===== config.mk =====
export PLATFORM = sky130hd
export DESIGN_NAME = uart_rx_param
export DESIGN_NICKNAME = d
export VERILOG_FILES = /design/src/rtl/uart_rx_param.sv
export SDC_FILE = /design/constraint.sdc
export NUM_CORES = 1
export LEC_CHECK = 0
export CORE_MARGIN = 2
export CORE_UTILIZATION = 55
export DETAILED_ROUTE_END_ITERATION = 8
export DONT_BUFFER_PORTS = 1
export PLACE_DENSITY = 0.72
export SYNTH_ARGS = -nofsm -noshare
export SYNTH_HDL_FRONTEND = slang
export SYNTH_SLANG_ARGS = --single-unit
export TNS_END_PERCENT = 100

===== constraint.sdc =====
create_clock -name clk16 -period 1.75 [get_ports clk16]
set_clock_uncertainty 0.1 [all_clocks]
set_input_delay 0.2625 -clock clk16 [delete_from_list [all_inputs] [get_ports clk16]]
set_output_delay 0.2625 -clock clk16 [all_outputs]
set_load 0.005 [all_outputs]

===== src/rtl/uart_rx_param.sv =====
// uart_rx_param: parametrised oversampling UART receiver with 3-sample majority vote,
// parity/frame checking and a valid/ready output. Optional break detection: UART_RX_BREAK_DETECT_EN.
module uart_rx_param #(
    parameter int unsigned DATA_BITS   = 8,
    parameter int unsigned OVERSAMPLE  = 16,
    parameter int unsigned PARITY_MODE = 0,
    parameter int unsigned STOP_BITS   = 1
) (
    input  logic                 clk16,
    input  logic                 rst,
    input  logic                 serial_data_in,
    input  logic                 rx_ready,
    output logic [DATA_BITS-1:0] para_data_out,
    output logic                 rx_valid,
    output logic                 frame_err,
    output logic                 parity_err,
    output logic                 overrun,
`ifdef UART_RX_BREAK_DETECT_EN
    output logic                 break_det,
`endif
    output logic                 busy
);

    localparam int unsigned CNT_W  = (OVERSAMPLE > 1) ? $clog2(OVERSAMPLE) : 1;
    localparam int unsigned BITS_W = $clog2(DATA_BITS + 1);

    localparam logic [CNT_W-1:0] CNT_V0   = CNT_W'(OVERSAMPLE / 2 - 1);
    localparam logic [CNT_W-1:0] CNT_V1   = CNT_W'(OVERSAMPLE / 2);
    localparam logic [CNT_W-1:0] CNT_DEC  = CNT_W'(OVERSAMPLE / 2 + 1);
    localparam logic [CNT_W-1:0] CNT_LAST = CNT_W'(OVERSAMPLE - 1);

    typedef enum logic [2:0] {
        ST_IDLE,
        ST_START,
        ST_DATA,
        ST_PARITY,
        ST_STOP
    } state_t;

    logic                 r_sync1;
    logic                 r_sync2;
    state_t               r_state;
    logic [CNT_W-1:0]     r_bit_cnt;
    logic [BITS_W-1:0]    r_data_cnt;
    logic                 r_stop_idx;
    logic                 r_v0;
    logic                 r_v1;
    logic [DATA_BITS-1:0] r_shift;
    logic                 r_par_acc;
    logic                 r_par_err;
    logic                 r_frm_err;
    logic                 r_done;

    logic                 w_rxd;
    logic                 w_maj;
    logic                 w_decide;
    logic                 w_boundary;
    logic                 w_final_dec;
    logic                 w_hold;

    // Two-flop synchroniser; idles high so reset does not look like a start edge.
    always_ff @(posedge clk16 or posedge rst) begin
        if (rst) begin
            r_sync1 <= 1'b1;
            r_sync2 <= 1'b1;
        end else begin
            r_sync1 <= serial_data_in;
            r_sync2 <= r_sync1;
        end
    end

    assign w_rxd       = r_sync2;
    assign w_maj       = (r_v0 & r_v1) | (r_v0 & w_rxd) | (r_v1 & w_rxd);
    assign w_decide    = (r_bit_cnt == CNT_DEC);
    assign w_boundary  = (r_bit_cnt == CNT_LAST);
    assign w_final_dec = (r_state == ST_STOP) && w_decide && (r_stop_idx == 1'(STOP_BITS - 1));

    // Frame FSM: the third vote sample is taken live at the decision count.
    always_ff @(posedge clk16 or posedge rst) begin
        if (rst) begin
            r_state    <= ST_IDLE;
            r_bit_cnt  <= '0;
            r_data_cnt <= '0;
            r_stop_idx <= 1'b0;
            r_v0       <= 1'b1;
            r_v1       <= 1'b1;
            r_shift    <= '0;
            r_par_acc  <= 1'b0;
            r_par_err  <= 1'b0;
            r_frm_err  <= 1'b0;
            r_done     <= 1'b0;
            busy       <= 1'b0;
        end else begin
            r_done <= 1'b0;
            if (r_state != ST_IDLE) begin
                r_bit_cnt <= w_boundary ? '0 : r_bit_cnt + CNT_W'(1);
                if (r_bit_cnt == CNT_V0) r_v0 <= w_rxd;
                if (r_bit_cnt == CNT_V1) r_v1 <= w_rxd;
            end
            case (r_state)
                ST_IDLE: begin
                    r_bit_cnt <= '0;
                    if (!w_rxd && !w_hold) begin
                        r_state    <= ST_START;
                        busy       <= 1'b1;
                        r_frm_err  <= 1'b0;
                        r_par_err  <= 1'b0;
                        r_par_acc  <= 1'b0;
                        r_data_cnt <= '0;
                        r_stop_idx <= 1'b0;
                    end
                end
                ST_START: begin
                    if (w_decide && w_maj) begin
                        r_state <= ST_IDLE;
                        busy    <= 1'b0;
                    end else if (w_boundary) begin
                        r_state <= ST_DATA;
                    end
                end
                ST_DATA: begin
                    if (w_decide) begin
                        r_shift    <= {w_maj, r_shift[DATA_BITS-1:1]};
                        r_par_acc  <= r_par_acc ^ w_maj;
                        r_data_cnt <= r_data_cnt + BITS_W'(1);
                    end
                    if (w_boundary && (r_data_cnt == BITS_W'(DATA_BITS))) begin
                        r_state <= (PARITY_MODE != 0) ? ST_PARITY : ST_STOP;
                    end
                end
                ST_PARITY: begin
                    if (w_decide) begin
                        r_par_err <= (PARITY_MODE == 2) ? ~(r_par_acc ^ w_maj) : (r_par_acc ^ w_maj);
                    end
                    if (w_boundary) r_state <= ST_STOP;
                end
                ST_STOP: begin
                    if (w_decide) begin
                        if (!w_maj) r_frm_err <= 1'b1;
                        // Leave at the final decision so an early next start edge is caught.
                        if (w_final_dec) begin
                            r_state <= ST_IDLE;
                            busy    <= 1'b0;
                            r_done  <= 1'b1;
                        end else begin
                            r_stop_idx <= 1'b1;
                        end
                    end
                end
                default: begin
                    r_state <= ST_IDLE;
                    busy    <= 1'b0;
                end
            endcase
        end
    end

    // Output holding register with valid/ready handshake and sticky overrun.
    always_ff @(posedge clk16 or posedge rst) begin
        if (rst) begin
            para_data_out <= '0;
            rx_valid      <= 1'b0;
            frame_err     <= 1'b0;
            parity_err    <= 1'b0;
            overrun       <= 1'b0;
        end else if (r_done) begin
            para_data_out <= r_shift;
            frame_err     <= r_frm_err;
            parity_err    <= r_par_err;
            rx_valid      <= 1'b1;
            if (rx_valid && !rx_ready) overrun <= 1'b1;
        end else if (rx_valid && rx_ready) begin
            rx_valid <= 1'b0;
        end
    end

`ifdef UART_RX_BREAK_DETECT_EN
    logic             r_par_bit;
    logic             r_brk;
    logic             r_brk_wait;
    logic [CNT_W-1:0] r_idle_cnt;
    logic             w_brk_now;

    assign w_brk_now = (r_shift == '0) && !r_par_bit && (r_frm_err || !w_maj);
    assign w_hold    = r_brk_wait;

    // Break classification and the idle-high qualification before the next start.
    always_ff @(posedge clk16 or posedge rst) begin
        if (rst) begin
            r_par_bit  <= 1'b0;
            r_brk      <= 1'b0;
            r_brk_wait <= 1'b0;
            r_idle_cnt <= '0;
            break_det  <= 1'b0;
        end else begin
            if ((r_state == ST_PARITY) && w_decide) r_par_bit <= w_maj;
            if (w_final_dec) begin
                r_brk <= w_brk_now;
                if (w_brk_now) begin
                    r_brk_wait <= 1'b1;
                    r_idle_cnt <= '0;
                end
            end else if (r_brk_wait) begin
                if (!w_rxd) begin
                    r_idle_cnt <= '0;
                end else if (r_idle_cnt == CNT_LAST) begin
                    r_brk_wait <= 1'b0;
                end else begin
                    r_idle_cnt <= r_idle_cnt + CNT_W'(1);
                end
            end
            if (r_done) begin
                break_det <= r_brk;
            end else if (rx_valid && rx_ready) begin
                break_det <= 1'b0;
            end
        end
    end
`else
    assign w_hold = 1'b0;
`endif

endmodule


[Word-level counts from Yosys, hierarchy flattened]
Index checks and enable logic that the tools add are counted.
Operators by class
  multiplexer cells: 34
  bitwise gates (word level): 8
  add/subtract/negate cells: 2
  equal/unequal tests: 20
  reductions and logical operators: 25
Operator list (number)
  3-bit 2-to-1 mux: 7
  4-bit 2-to-1 mux: 5
  2-bit != test (second input constant): 10
  4-bit equality test (second input constant): 4
  1-bit 2-to-1 mux: 15
  3-bit one-hot mux with 5 select lines: 1
  2-bit nonzero test: 5
  4-bit by 1-bit adder with 4-bit output (second input constant): 2
  1-bit one-hot mux with 2 select lines: 4
  4-bit one-hot mux with 2 select lines: 1
  2-bit AND reduction: 4
  4-bit AND reduction: 2
  3-bit by 2-bit equality test with 1-bit output (second input constant): 2
  1-bit logical AND: 6
  3-bit AND reduction: 2
  6-bit AND reduction: 1
  5-bit AND reduction: 1
  4-bit by 3-bit equality test with 1-bit output (second input constant): 1
  1-bit one-hot mux with 4 select lines: 1
  1-bit bitwise AND: 3
  3-bit by 1-bit equality test with 1-bit output (second input constant): 1
  3-bit equality test (second input constant): 1
  3-bit zero test: 1
  3-bit != test (second input constant): 1
  6 further kinds: 8
Word-level totals
  output and inout bits: 13
  bits in registers: 41
  input port bits: 4

[Longest topological paths before layout]
  depth after elaboration: 6
  gate-level depth with buffers: 6

[Worst setup path after synthesis]
Ideal clock, no wire load.
  kind: register to register
  start point: register r_state[0]
  end point: register r_par_acc
  setup time: 0.126 ns
  path buffers: 2
  arrival time: 1.589 ns
  path slack: -0.066 ns
  stages on the path, launching flop included: 6
  required time: 1.524 ns
  cells stage by stage: dfrtp_1 or3b_1 buf_2 or2_4 buf_6 a311o_1
Between the ends
  word-level cells in the longest chain between the ends: 3
Ends and longest elaborated chain
  start, declared: RTL line 42  | state_t r_state;
  start signal, assigned: RTL line 128  | r_state <= (PARITY_MODE != 0) ? ST_PARITY : ST_STOP;
  3-bit by 2-bit equality test with 1-bit output or 3-bit zero test (tied branches): RTL line 100  | case (r_state)
  2-bit != test (no source line) or 2-bit nonzero test (tied branches)
  3-bit AND reduction (no source line)
  end signal, assigned: RTL line 124  | r_par_acc <= r_par_acc ^ w_maj;
  end, declared: RTL line 49  | logic r_par_acc;
Several ways; a longest one is shown, not always the timed one.
A chain may end at the register's enable or synchronous reset.

[Worst setup path after layout]
  start point: register r_state[0]
  end point: register r_shift[1]
Between the ends
  word-level cells in the longest chain between the ends: 2
Ends and longest elaborated chain
  3-bit by 2-bit equality test with 1-bit output: RTL line 100
  2-bit AND reduction (no source line)
  end signal, assigned: RTL line 123  | r_shift <= {w_maj, r_shift[DATA_BITS-1:1]};
  end, declared: RTL line 48  | logic [DATA_BITS-1:0] r_shift;
No other way between the ends.

==> impl_metrics.yaml <==
status:
  run_status: "completed"
cts:
  clockBufferDepth: 2
  clock-sinks: 41
  htree_levels: 2
  cts_tree: "yes"
  cts.root.buffer_cell: "clkbuf_4"
  post_cts_buffers: 0
  cts_buffers: 5
  clkLatencyLatePin_ns: 0.35
  clk_pin_slew_worst_paths_ns: 0.12
synthesis:
  syn_area_um2: 1840
  ys_warn_count: 0
  synth_async_sr_flop_share_pct: 100
  synthFlopType: "dfrtp_1"
  synth-seq-cells: 41
  ys_types: 46
  syn_nets: 152
  synth-edff-count: 0
  synth_area_per_cell_um2: 12.8
  syn_inst: 143
  ys_seq_area_share_pct: 56.1
global_routing:
  grt_max_degree: 42
  grt_pass1_vias: 1145
  gr-total-overflow: 0
  grt_pass1_wl_mm: 5.08
  grt.total_usage_pct: 18.7
  antenna_found_initial: 0
power_and_ir_drop:
  ir_worst_vdd_mv: 0.879
  cellLeakagePower_nw: 0.981
  powerDensity_nw_per_um2: 1140
  finalPower_mw: 2.32
routing:
  wire_per_inst_um: 14.9
  drt-total-wl_mm: 2.99
  drtIter0Drc: 33
  ant_nets: 0
  vias: 1120
  first_pass_iters: 4
  remaining_drc_errors: 0
  via_per_inst: 5.60
critical_path:
  cp_max_fo: 11
  endpoint_kind: "flip-flop"
  worst_ep_required_time_ns: 1.89
  crit_arrival_ns: 1.84
  critPathKind: "reg2reg"
  start_kind: "flip-flop"
timing:
  slew_headroom_pct: 67.1
  fin_crit_ns: 1.69
  rsz0062_at_grt: "no"
  clock.fmax_mhz: 591
  maxSlewViolCount: 0
  setup_tns_ns: 0
  setup_viol: 0
  final_min_period_over_clock_period_pct: 96.7
  holdWs_ns: 0.267
  final_hold_viol_count: 0
  tightest_slew_ns: 0.494
floorplan:
  dieArea_um2: 3820
  start_util_pct: 59.2
  rows: 20
  io_pins: 17
  core_um2: 3100
  die_x_um: 61.8
  die_h_um: 61.8
final_layout:
  final_common_cell: "dfrtp_1"
  num-nets-final: 164
  final_cell_mix: "dfrtp_1, mux2_2, inv_1"
  drive_gt1_share_pct: 27.6
  syn2layout_area_growth_pct: 10.6
  fin_cells: 200
  n_antenna_cell: 0
min_path:
  hold_class: "reg2reg"
placed_design:
  io_buffer_count: 0
  post-dp-hpwl_mm: 2.09
  dpl.cell_count: 189
  gp_congestion: 0.853
job:
  drv_cap: 0
## state kept, by name, summed over array words and instances (netlist names)
name           count
r_state            3
rx_valid           1
r_bit_cnt          4
busy               1
r_data_cnt         4
r_par_acc          1
overrun            1
r_sync2            1
frame_err          1
r_done             1
para_data_out      8
r_shift            8
r_frm_err          1
r_v0               1
r_stop_idx         1
r_par_err          1
r_sync1            1
parity_err         1
r_v1               1
## report_power, final
| part | internal (mW) | switching (mW) | total (mW) |
|---|---|---|---|
| clock | 0.302 | 0.310 | 0.612 |
| sequential | 1.07 | 0.124 | 1.20 |
| combinational | 0.251 | 0.262 | 0.513 |
## synth_stat cells, types with 2 or more instances
cell	number	area, µm²
a21oi_1	4	20.0
and2_1	2	12.5
clkbuf_1	2	7.51
dfrtp_1	37	926
dfstp_2	4	105
ha_1	5	62.6
inv_1	10	37.5
mux2_2	13	146
mux2_4	7	105
mux2i_1	3	30.0
nand2_1	3	11.3
nand3_1	4	20.0
nand3b_1	2	15.0
nor2_1	5	18.8
nor3_1	5	25.0
nor4b_1	2	17.5
o21a_1	2	15.0
o21ai_0	2	10.0
o21bai_1	2	15.0
or4_1	2	15.0
xnor2_1	2	17.5
## final timing paths
| check | to | from | cells past startpoint | slack, ns |
|---|---|---|---|---|
| max in group asynchronous | r_v0$_DFFE_PP1P_ | rst | 3 | 0.82 |
| worst max register to register | r_shift[1]$_DFFE_PP0P_ | r_state[0]$_DFFE_PP0P_ | 3 | 0.06 |
| worst max-delay path | r_shift[1]$_DFFE_PP0P_ | r_state[0]$_DFFE_PP0P_ | 3 | 0.06 |
| worst min register to register | r_sync2$_DFF_PP1_ | r_sync1$_DFF_PP1_ | 0 | 0.27 |
| worst min-delay path | r_sync2$_DFF_PP1_ | r_sync1$_DFF_PP1_ | 0 | 0.27 |
| min in group asynchronous | r_shift[7]$_DFFE_PP0P_ | rst | 3 | 0.37 |
## critical path: stages (launching register included)
cell and delay [ns]:
dfrtp_1 0.46, or3b_1 0.38, or2_4 0.33, mux2_4 0.32
## final cells by class
type                    count  area [µm²]
multi-input cells          86         733
repair buffers             11        90.1
clock buffers               5        37.5
well taps                  44        55.1
fillers                   249        1070
flip-flops and latches     41        1030
inverters                  10        37.5
clock inverters             3        46.3
## routing by layer
| metal | up-vias | part of all wire (%) | global-route usage [%] |
|---|---|---|---|
| met1 | 552 | 44 | 21.0 |
| met3 | 10 | 4.6 | 6.63 |
| met5 | - | 0 | 0 |
| li1 | 533 | - | - |
| met4 | 0 | 2.5 | 8.21 |
| met2 | 25 | 49 | 32.0 |
## through the flow
stage,setup slack (ns),util [%],instance area [µm²]
2_1_floorplan,-0.0645,-,1850
3_3_place_gp,0.100,61.8,1920
3_5_place_dp,0.0687,61.8,1920
4_1_cts,0.0541,65.4,2030
5_1_grt,0.0183,65.4,2030
6_report,0.0581,65.4,2030
## what timing repair did
action,4_1_cts,5_1_grt
hold endpoints to repair,39,0
gates resized for setup,0,1
hold buffers,3,0
setup endpoints to repair,0,1
## cells by family (layout without fill, tap and decap cells)
| logic type | count (synthesis) | count (layout) | synth area share, % |
|---|---|---|---|
| muxes | 23 | 23 | 15.3 |
| AOI/OAI and AO/OA | 20 | 20 | 8.11 |
| and+or+nand+nor | 35 | 35 | 11.6 |
| adders and majority gates | 6 | 6 | 3.95 |
| buffers and inverters | 16 | 29 | 3.95 |
| DFF | 41 | 41 | 56.1 |
| xor gates and xnor gates | 2 | 2 | 0.954 |
(Power assumes the default switching activity.)
